$ cat config.mk
export PLATFORM = sky130hd
export DESIGN_NAME = trig_cordic
export DESIGN_NICKNAME = d
export VERILOG_FILES = /design/src/rtl/trig_cordic.sv
export SDC_FILE = /design/constraint.sdc
export NUM_CORES = 1
export LEC_CHECK = 0
export ABC_AREA = 0
export CAP_MARGIN = 20
export CORE_ASPECT_RATIO = 0.75
export CORE_MARGIN = 2
export CORE_UTILIZATION = 45
export DETAILED_ROUTE_END_ITERATION = 7
export GPL_TIMING_DRIVEN = 0
export SYNTH_ARGS = -nofsm -noshare
export SYNTH_HDL_FRONTEND = slang
export SYNTH_SLANG_ARGS = --single-unit
$ cat constraint.sdc
create_clock -name Clk -period 5.96 [get_ports Clk]
set_input_delay 0.894 -clock Clk [delete_from_list [all_inputs] [get_ports Clk]]
set_output_delay 0.894 -clock Clk [all_outputs]
set_load 0.01 [all_outputs]
$ cat src/rtl/trig_cordic.sv
// trig_cordic: iterative 12-step rotation-mode CORDIC producing Q1.10 sine and cosine
// of a 4.8 fixed-point angle in radians.
// Optional feature: define TRIG_SAT_EN to clamp the final results to [-1023, +1023].
module trig_cordic (
  input  logic        Clk,
  input  logic        Reset,
  input  logic        start,
  input  logic [11:0] theta,
  output logic        busy,
  output logic        done,
  output logic [11:0] sin_out,
  output logic [11:0] cos_out
);

  typedef enum logic [1:0] {
    IDLE = 2'd0,
    ITER = 2'd1,
    DONE = 2'd2
  } state_t;

  state_t             r_state;
  state_t             w_stateNext;
  logic signed [15:0] r_x;
  logic signed [15:0] r_y;
  logic signed [15:0] r_z;
  logic        [3:0]  r_i;
  logic               r_neg;
  logic        [11:0] r_sin;
  logic        [11:0] r_cos;

  logic signed [15:0] w_thetaQ;
  logic signed [15:0] w_zInit;
  logic               w_negInit;
  logic signed [15:0] w_atan;
  logic               w_d;
  logic signed [15:0] w_xShift;
  logic signed [15:0] w_yShift;
  logic signed [15:0] w_xNext;
  logic signed [15:0] w_yNext;
  logic signed [15:0] w_zNext;
  logic        [11:0] w_cosRaw;
  logic        [11:0] w_sinRaw;
  logic        [11:0] w_cosVal;
  logic        [11:0] w_sinVal;
  logic        [11:0] w_cosLoad;
  logic        [11:0] w_sinLoad;

`ifdef TRIG_SAT_EN
  function automatic logic [11:0] clampQ(input logic [11:0] v);
    logic signed [11:0] s;
    s = v;
    if (s > 12'sd1023)       return 12'h3FF;
    else if (s < -12'sd1023) return 12'hC01;
    else                     return v;
  endfunction
`endif

  assign w_thetaQ = {theta, 4'b0000};

  // Fold the angle into [-pi/2, pi/2); the middle half-turn is rotated by pi and the result negated.
  always_comb begin
    w_zInit   = w_thetaQ;
    w_negInit = 1'b0;
    if (theta < 12'h192) begin
      w_zInit   = w_thetaQ;
      w_negInit = 1'b0;
    end else if (theta < 12'h4B6) begin
      w_zInit   = w_thetaQ - 16'sh3244;
      w_negInit = 1'b1;
    end else begin
      w_zInit   = w_thetaQ - 16'sh6488;
      w_negInit = 1'b0;
    end
  end

  // Arctangent of 2^-i in Q4.12 for the current iteration.
  always_comb begin
    w_atan = 16'sh0000;
    case (r_i)
      4'd0:  w_atan = 16'sh0C91;
      4'd1:  w_atan = 16'sh076B;
      4'd2:  w_atan = 16'sh03EB;
      4'd3:  w_atan = 16'sh01FD;
      4'd4:  w_atan = 16'sh0100;
      4'd5:  w_atan = 16'sh0080;
      4'd6:  w_atan = 16'sh0040;
      4'd7:  w_atan = 16'sh0020;
      4'd8:  w_atan = 16'sh0010;
      4'd9:  w_atan = 16'sh0008;
      4'd10: w_atan = 16'sh0004;
      4'd11: w_atan = 16'sh0002;
      default: w_atan = 16'sh0000;
    endcase
  end

  // One micro-rotation: direction follows the sign of the residual angle, all terms from current registers.
  always_comb begin
    w_d      = ~r_z[15];
    w_xShift = r_x >>> r_i;
    w_yShift = r_y >>> r_i;
    w_xNext  = w_d ? (r_x - w_yShift) : (r_x + w_yShift);
    w_yNext  = w_d ? (r_y + w_xShift) : (r_y - w_xShift);
    w_zNext  = w_d ? (r_z - w_atan)   : (r_z + w_atan);
  end

  // Final results: Q2.14 truncated to Q1.10, negated for the middle half-turn, optionally clamped.
  always_comb begin
    w_cosRaw = w_xNext[15:4];
    w_sinRaw = w_yNext[15:4];
    w_cosVal = r_neg ? (12'd0 - w_cosRaw) : w_cosRaw;
    w_sinVal = r_neg ? (12'd0 - w_sinRaw) : w_sinRaw;
`ifdef TRIG_SAT_EN
    w_cosLoad = clampQ(w_cosVal);
    w_sinLoad = clampQ(w_sinVal);
`else
    w_cosLoad = w_cosVal;
    w_sinLoad = w_sinVal;
`endif
  end

  // State register with synchronous reset.
  always_ff @(posedge Clk) begin
    if (Reset) r_state <= IDLE;
    else       r_state <= w_stateNext;
  end

  // Next-state: start only honoured in IDLE, twelve iterations, single DONE cycle.
  always_comb begin
    w_stateNext = r_state;
    case (r_state)
      IDLE:    if (start) w_stateNext = ITER;
      ITER:    if (r_i == 4'd11) w_stateNext = DONE;
      DONE:    w_stateNext = IDLE;
      default: w_stateNext = IDLE;
    endcase
  end

  // Datapath: load on accept, rotate during ITER, capture results on the last iteration.
  always_ff @(posedge Clk) begin
    if (Reset) begin
      r_x   <= 16'sh0000;
      r_y   <= 16'sh0000;
      r_z   <= 16'sh0000;
      r_i   <= 4'd0;
      r_neg <= 1'b0;
      r_sin <= 12'h000;
      r_cos <= 12'h000;
    end else begin
      case (r_state)
        IDLE: begin
          if (start) begin
            r_x   <= 16'sh26DD;
            r_y   <= 16'sh0000;
            r_z   <= w_zInit;
            r_i   <= 4'd0;
            r_neg <= w_negInit;
          end
        end
        ITER: begin
          r_x <= w_xNext;
          r_y <= w_yNext;
          r_z <= w_zNext;
          r_i <= r_i + 4'd1;
          if (r_i == 4'd11) begin
            r_cos <= w_cosLoad;
            r_sin <= w_sinLoad;
          end
        end
        default: begin
        end
      endcase
    end
  end

  assign busy    = (r_state != IDLE);
  assign done    = (r_state == DONE);
  assign sin_out = r_sin;
  assign cos_out = r_cos;

endmodule

==> results of run 1 <==
==> routing by layer <==
metal | up-vias | global-route usage
met5 | - | 0.0152
met4 | 2 | 0.0675
met3 | 47 | 0.0882
met2 | 449 | 0.393
met1 | 4130 | 0.459
li1 | 4194 | -
==> placed cells by master (no fill, tap or decap), types with 12 or more instances in the layout <==
master           instances
mux4_2                  26
o21a_1                  12
nor2_1                 113
or3_1                   13
o31ai_1                 12
xnor2_1                 53
a31oi_1                 18
nor3_1                  43
clkdlybuf4s50_1         33
a21oi_1                 81
nand2b_1                16
nand2_1                 72
nand3_1                 18
o21ai_0                 60
a22o_1                  19
inv_1                   44
o211ai_1                12
dfxtp_1                 90
clkbuf_1                42
xor2_1                  42
nor2b_1                 14
a211oi_1                36
ha_1                    58
==> sequential cells by signal, indices dropped and copies added, names as in the netlist <==
register	cells
r_state	2
sin_out	12
r_i	4
r_z	16
cos_out	12
r_neg	1
r_y	16
w_atan	12
r_x	16
==> worst max-delay path, cell delays in order, from the launching register on <==
cell,delay [ns]
dfxtp_1,0.40
buf_6,0.19
buf_6,0.20
buf_6,0.19
mux4_2,0.56
a221oi_2,0.46
buf_4,0.20
and3_1,0.23
nor2_1,0.07
xnor2_1,0.18
ha_1,0.29
or3_1,0.49
o21bai_1,0.26
a21oi_2,0.29
xnor2_2,0.15
or2_2,0.35
or4_1,0.54
o31ai_2,0.25
xor2_1,0.09
a211oi_1,0.23
==> cell type report <==
type                            instances  area (sq um)
Fill cell                            1853          9280
Multi-Input combinational cell        893          6620
Sequential cell                        91          1820
Timing Repair Buffer                   41           393
Tap cell                              253           317
Buffer                                 65           294
Clock buffer                           10           239
Inverter                               44           165
Clock inverter                          5          85.1
==> power by group through the flow <==
stage          Clock, mW  Sequential [mW]  Combinational [mW]
2_1_floorplan          0            0.782                2.59
3_3_place_gp           0            0.845                3.36
3_5_place_dp           0            0.849                3.38
4_1_cts            0.654            0.835                3.44
5_1_grt            0.675            0.852                4.02
6_report           0.646            0.846                3.67
==> cell families (layout without fill, tap and decap cells) <==
group / count (synthesis) / in the layout / share of synthesized area
muxes: 46 / 46 / 0.101
and+or+nand+nor: 339 / 339 / 0.186
DFF: 91 / 91 / 0.208
AOI/OAI and AO/OA: 350 / 350 / 0.269
xor gates and xnor gates: 97 / 97 / 0.0972
buffers and inverters: 110 / 165 / 0.0491
adders and majority gates: 61 / 61 / 0.0899
==> per-stage QoR <==
stage / util / total power [mW] / setup slack [ns] / cells / area (sq um)
floorplan: - / 3.37 / 0.489 / 1094 / 8740
global route: 0.517 / 5.55 / -0.0541 / 1402 / 9930
CTS: 0.510 / 4.93 / 0.0108 / 1396 / 9790
detailed placement: 0.489 / 4.23 / -0.934 / 1381 / 9390
finish: 0.517 / 5.17 / 0.227 / 1402 / 9930
global placement: 0.489 / 4.21 / -0.994 / 1380 / 9390
==> final timing paths <==
path | startpoint | endpoint | slack (ns) | cells past startpoint
max reg2reg | r_i[0] | cos_out[11] | 0.23 | 19
min reg2reg | cos_out[9] | cos_out[9] | 0.46 | 2
min | cos_out[9] | cos_out[9] | 0.46 | 2
max | r_i[0] | cos_out[11] | 0.23 | 19
==> timing repair <==
item | in CTS | in global routing
setup buffers | 1 | 5
pin swaps | 0 | 5
gates resized for setup | 21 | 29
setup endpoints to repair | 16 | 11
==> results.py, run 1 <==
metrics = {
    "status": {
        "outcome": "finished clean",
    },
    "synthesis": {
        "synth_warnings": 0,
        "ys_ff_latch": 91,
        "postSynthAreaPerCell_sq_um": 7.99,
        "syn_nets": 1170,
        "synth.distinct_cells": 68,
        "synth_edf_count": 0,
        "synthArstFlopShare": 0,
        "synth_area_leaders": "dfxtp_1 (21%), ha_1 (8.3%), mux4_2 (6.7%), xnor2_1 (5.4%), nor2_1 (4.9%)",
        "synth_common_cells": "nor2_1 (115), dfxtp_1 (91), a21oi_1 (83)",
        "synthCells": 1094,
        "yosys.area.top_type": "dfxtp_1",
        "seq_area_frac_synth": 0.208,
        "synth.cell_area_sq_mm": 0.00874,
        "synth_top_cell_area_share": 0.208,
        "yosysMostFrequentCell": "nor2_1",
        "ys.flop_type": "dfxtp_1",
    },
    "pwr": {
        "p_sw_mw": 2.64,
        "p_clk_frac": 0.125,
        "p_leak_nw": 3.71,
        "ir_drop_v": 0.000412,
        "p_int_mw": 2.52,
        "seqPwrFrac": 0.164,
        "switching_share": 0.512,
        "p_per_area_mw_per_mm2": 520,
        "pwr-share-comb": 0.711,
    },
    "route": {
        "vias_per_cell": 6.29,
        "wl_microns": 30000,
        "drt_iter0_drc": 840,
        "met1_length_microns": 14400,
        "highest_layer": "met5",
        "avgRoutedWirePerCell_microns": 21.4,
        "met3WireLength_microns": 3400,
        "drt-pass1-iter-count": 5,
        "route.met2.wl_microns": 11700,
        "drcViolationCount": 0,
        "via_count": 8822,
        "postRouteAntennaNets": 0,
    },
    "worst_setup_path": {
        "crit_required_ns": 6.23,
        "crit_path_start_kind": "register",
        "crit_path_end_kind": "register",
        "arrival_ns": 6.01,
        "timing_worst_setup_path_type": "register to register",
        "cp_max_fo": 10,
    },
    "layout": {
        "nNetsFinal": 1221,
        "synthToLayoutAreaGrowth_pct": 13.6,
        "n_antenna_cell": 0,
        "drive_gt1_frac": 0.0879,
    },
    "die": {
        "dieHeight_microns": 125,
        "die_area_sq_mm": 0.0206,
        "start_util": 0.455,
        "core_sq_mm": 0.0192,
        "die_x_microns": 165,
        "ioPinCount": 41,
        "rows": 44,
    },
    "sta": {
        "skew_ns": 0.00808,
        "tightest_slew_ns": 1.09,
        "relSlewSlack": 0.271,
        "fin_crit_ns": 5.73,
        "fin_setup_tns_ns": 0,
        "setup_viol": 0,
        "whs_ns": 0.455,
        "finalMaxSlewViolations": 0,
        "finalCritPeriodShare": 0.962,
        "finalHoldViolCount": 0,
        "fmax_mhz": 174,
    },
    "clock_network": {
        "insertion_delay_ns": 0.36,
        "clkTransAtPathRegs_ns": 0.07,
        "cts_tree": "yes",
        "clock-sinks": 91,
        "cts_hold_buf": 0,
        "htree_levels": 3,
        "cts-root-buf": "clkbuf_16",
        "cts_made_buffers": 9,
        "clockBufferDepth": 2,
    },
    "place": {
        "dp_hpwl_microns": 22900,
        "port_buffers": 33,
        "gp_congestion": 1.01,
    },
    "grt": {
        "antenna_found_initial": 0,
        "grt_pass1_vias": 8062,
        "globalRouteTotalUtil": 0.296,
        "grt_max_degree": 16,
        "overflow": 0,
        "grt_pass1_wl_microns": 46700,
    },
    "job": {
        "maxCapViolCount": 0,
    },
    "worst_hold_path": {
        "hp-class": "register to register",
    },
}
Power figures use the tool's default switching activity.
==> run 2, diff against run 1 <==
--- a/config.mk
+++ b/config.mk
@@ -10,6 +10,7 @@
 export CORE_ASPECT_RATIO = 0.75
 export CORE_MARGIN = 2
 export CORE_UTILIZATION = 45
+export CTS_BUF_LIST = sky130_fd_sc_hd__clkbuf_4 sky130_fd_sc_hd__clkbuf_8
 export DETAILED_ROUTE_END_ITERATION = 7
 export GPL_TIMING_DRIVEN = 0
 export SYNTH_ARGS = -nofsm -noshare
==> constraint.sdc (replaced) <==
create_clock -name Clk -period 5.96 [get_ports Clk]
set_input_delay 0.894 -clock Clk [delete_from_list [all_inputs] [get_ports Clk]]
set_output_delay 0.894 -clock Clk [all_outputs]
set_load 0.05 [all_outputs]
==> results.py, run 2 (same netlist as run 1, synthesis figures left out) <==
metrics = {
    "sta": {
        "fin_setup_tns_ns": 0,
        "skew_ns": 0.0156,
        "setup_viol": 0,
        "finalCritPeriodShare": 0.958,
        "fmax_mhz": 175,
        "finalMaxSlewViolations": 0,
        "finalHoldViolCount": 0,
        "relSlewSlack": 0.284,
        "whs_ns": 0.459,
        "tightest_slew_ns": 1.07,
        "fin_crit_ns": 5.71,
    },
    "die": {
        "start_util": 0.455,
        "dieHeight_microns": 125,
        "die_x_microns": 165,
        "die_area_sq_mm": 0.0206,
        "core_sq_mm": 0.0192,
        "rows": 44,
        "ioPinCount": 41,
    },
    "pwr": {
        "p_per_area_mw_per_mm2": 511,
        "pwr-share-comb": 0.733,
        "ir_drop_v": 0.000420,
        "switching_share": 0.523,
        "p_sw_mw": 2.62,
        "p_leak_nw": 3.66,
        "p_clk_frac": 0.099,
        "seqPwrFrac": 0.168,
        "p_int_mw": 2.39,
    },
    "layout": {
        "drive_gt1_frac": 0.0889,
        "reg.largest.list": "r_x: 16 flops, r_y: 16 flops, r_z: 16 flops",
        "synthToLayoutAreaGrowth_pct": 12.4,
        "final_cell_mix": "nor2_1 (113), dfxtp_1 (90), a21oi_1 (81)",
        "final_common_cell": "nor2_1",
        "n_antenna_cell": 0,
        "nNetsFinal": 1219,
        "fill_cells": 1869,
    },
    "route": {
        "drt_iter0_drc": 1023,
        "postRouteAntennaNets": 0,
        "avgRoutedWirePerCell_microns": 21.5,
        "via_count": 8881,
        "wl_microns": 30100,
        "drt-pass1-iter-count": 6,
        "vias_per_cell": 6.34,
        "drcViolationCount": 0,
    },
    "grt": {
        "antenna_found_initial": 0,
        "overflow": 0,
        "grt_pass1_vias": 8043,
        "globalRouteTotalUtil": 0.295,
        "grt_max_degree": 16,
        "grt_pass1_wl_microns": 46600,
    },
    "worst_setup_path": {
        "cp_max_fo": 10,
        "crit_path_end_kind": "register",
        "crit_path_start_kind": "register",
        "crit_required_ns": 6.26,
        "arrival_ns": 6.02,
        "timing_worst_setup_path_type": "register to register",
    },
    "clock_network": {
        "htree_levels": 3,
        "clockBufferDepth": 2,
        "cts_tree": "yes",
        "cts-root-buf": "clkbuf_8",
        "clkTransAtPathRegs_ns": 0.10,
        "cts_made_buffers": 9,
        "insertion_delay_ns": 0.39,
        "clock-sinks": 91,
    },
    "place": {
        "port_buffers": 33,
        "dp_hpwl_microns": 22900,
        "gp_congestion": 1.01,
    },
    "job": {
        "maxCapViolCount": 0,
    },
    "status": {
        "outcome": "finished clean",
    },
    "worst_hold_path": {
        "hp-class": "register to register",
    },
}
-- run 2: cell types whose count changed in the layout (fill, tap and decap cells not counted), sizes merged --
cell,previous run,this run
clkbuf,58,56
-- run 2: metal layers --
| layer | vias up | part of all wire | global-route usage | wire length [microns] |
|---|---|---|---|---|
| met5 | - | 0 | 0.0152 | 0 |
| met4 | 0 | 0.018 | 0.0614 | 550 |
| met3 | 45 | 0.11 | 0.0892 | 3330 |
| met2 | 414 | 0.39 | 0.392 | 11800 |
| met1 | 4236 | 0.48 | 0.458 | 14400 |
| li1 | 4186 | - | - | - |
-- run 2: power by group through the flow --
stage	clock, mW	sequential (mW)	combinational, mW
CTS	0.502	0.835	3.44
detailed placement	0	0.849	3.38
global route	0.524	0.851	4.02
finish	0.495	0.844	3.68
floorplan	0	0.782	2.59
global placement	0	0.845	3.36
-- run 2: worst max-delay path, cell delays in order, from the launching register on --
cell and delay [ns]:
dfxtp_1 0.36, clkbuf_4 0.23, buf_4 0.22, buf_4 0.22, buf_4 0.24, mux4_2 0.39
a221oi_4 0.38, buf_4 0.18, and3_1 0.22, nor2_1 0.07, xnor2_1 0.18, ha_1 0.29
or3_1 0.49, o21bai_1 0.26, a21oi_2 0.29, xnor2_2 0.15, or2_2 0.34, or4_1 0.54
o31ai_2 0.25, xor2_1 0.09, a211oi_1 0.22
-- run 2: cell type report --
cell class	instances	area [sq um]	share of cell area
Multi-Input combinational cell	893	6620	0.673
Sequential cell	91	1820	0.186
Timing Repair Buffer	41	393	0.0400
Tap cell	253	317	0.0322
Buffer	63	288	0.0293
Inverter	44	165	0.0168
Clock buffer	10	138	0.0140
Clock inverter	5	85.1	0.00866
-- run 2: what timing repair did --
action                                  in CTS  in global routing
endpoints found under the setup margin      17                 11
hold buffers                                 0                  0
resized for setup                           21                 31
pin swaps                                    0                  5
buffers inserted                             1                  5
-- run 2: worst paths after layout --
kind / to / slack [ns] / start / depth (start not counted)
setup / recovery: cos_out[11] / 0.25 / r_i[1] / 20
hold / removal: cos_out[9] / 0.46 / cos_out[9] / 2
setup reg to reg: cos_out[11] / 0.25 / r_i[1] / 20
hold reg to reg: cos_out[9] / 0.46 / cos_out[9] / 2
-- run 2: through the flow --
stage               cells  power, mW  area (sq um)  worst slack (ns)   util
floorplan            1094       3.38          8740             0.489      -
global placement     1380       4.21          9390            -0.994  0.489
detailed placement   1381       4.23          9390            -0.934  0.489
CTS                  1396       4.78          9690           0.00188  0.504
global route         1400       5.40          9820          -0.00420  0.511
finish               1400       5.01          9820             0.248  0.511
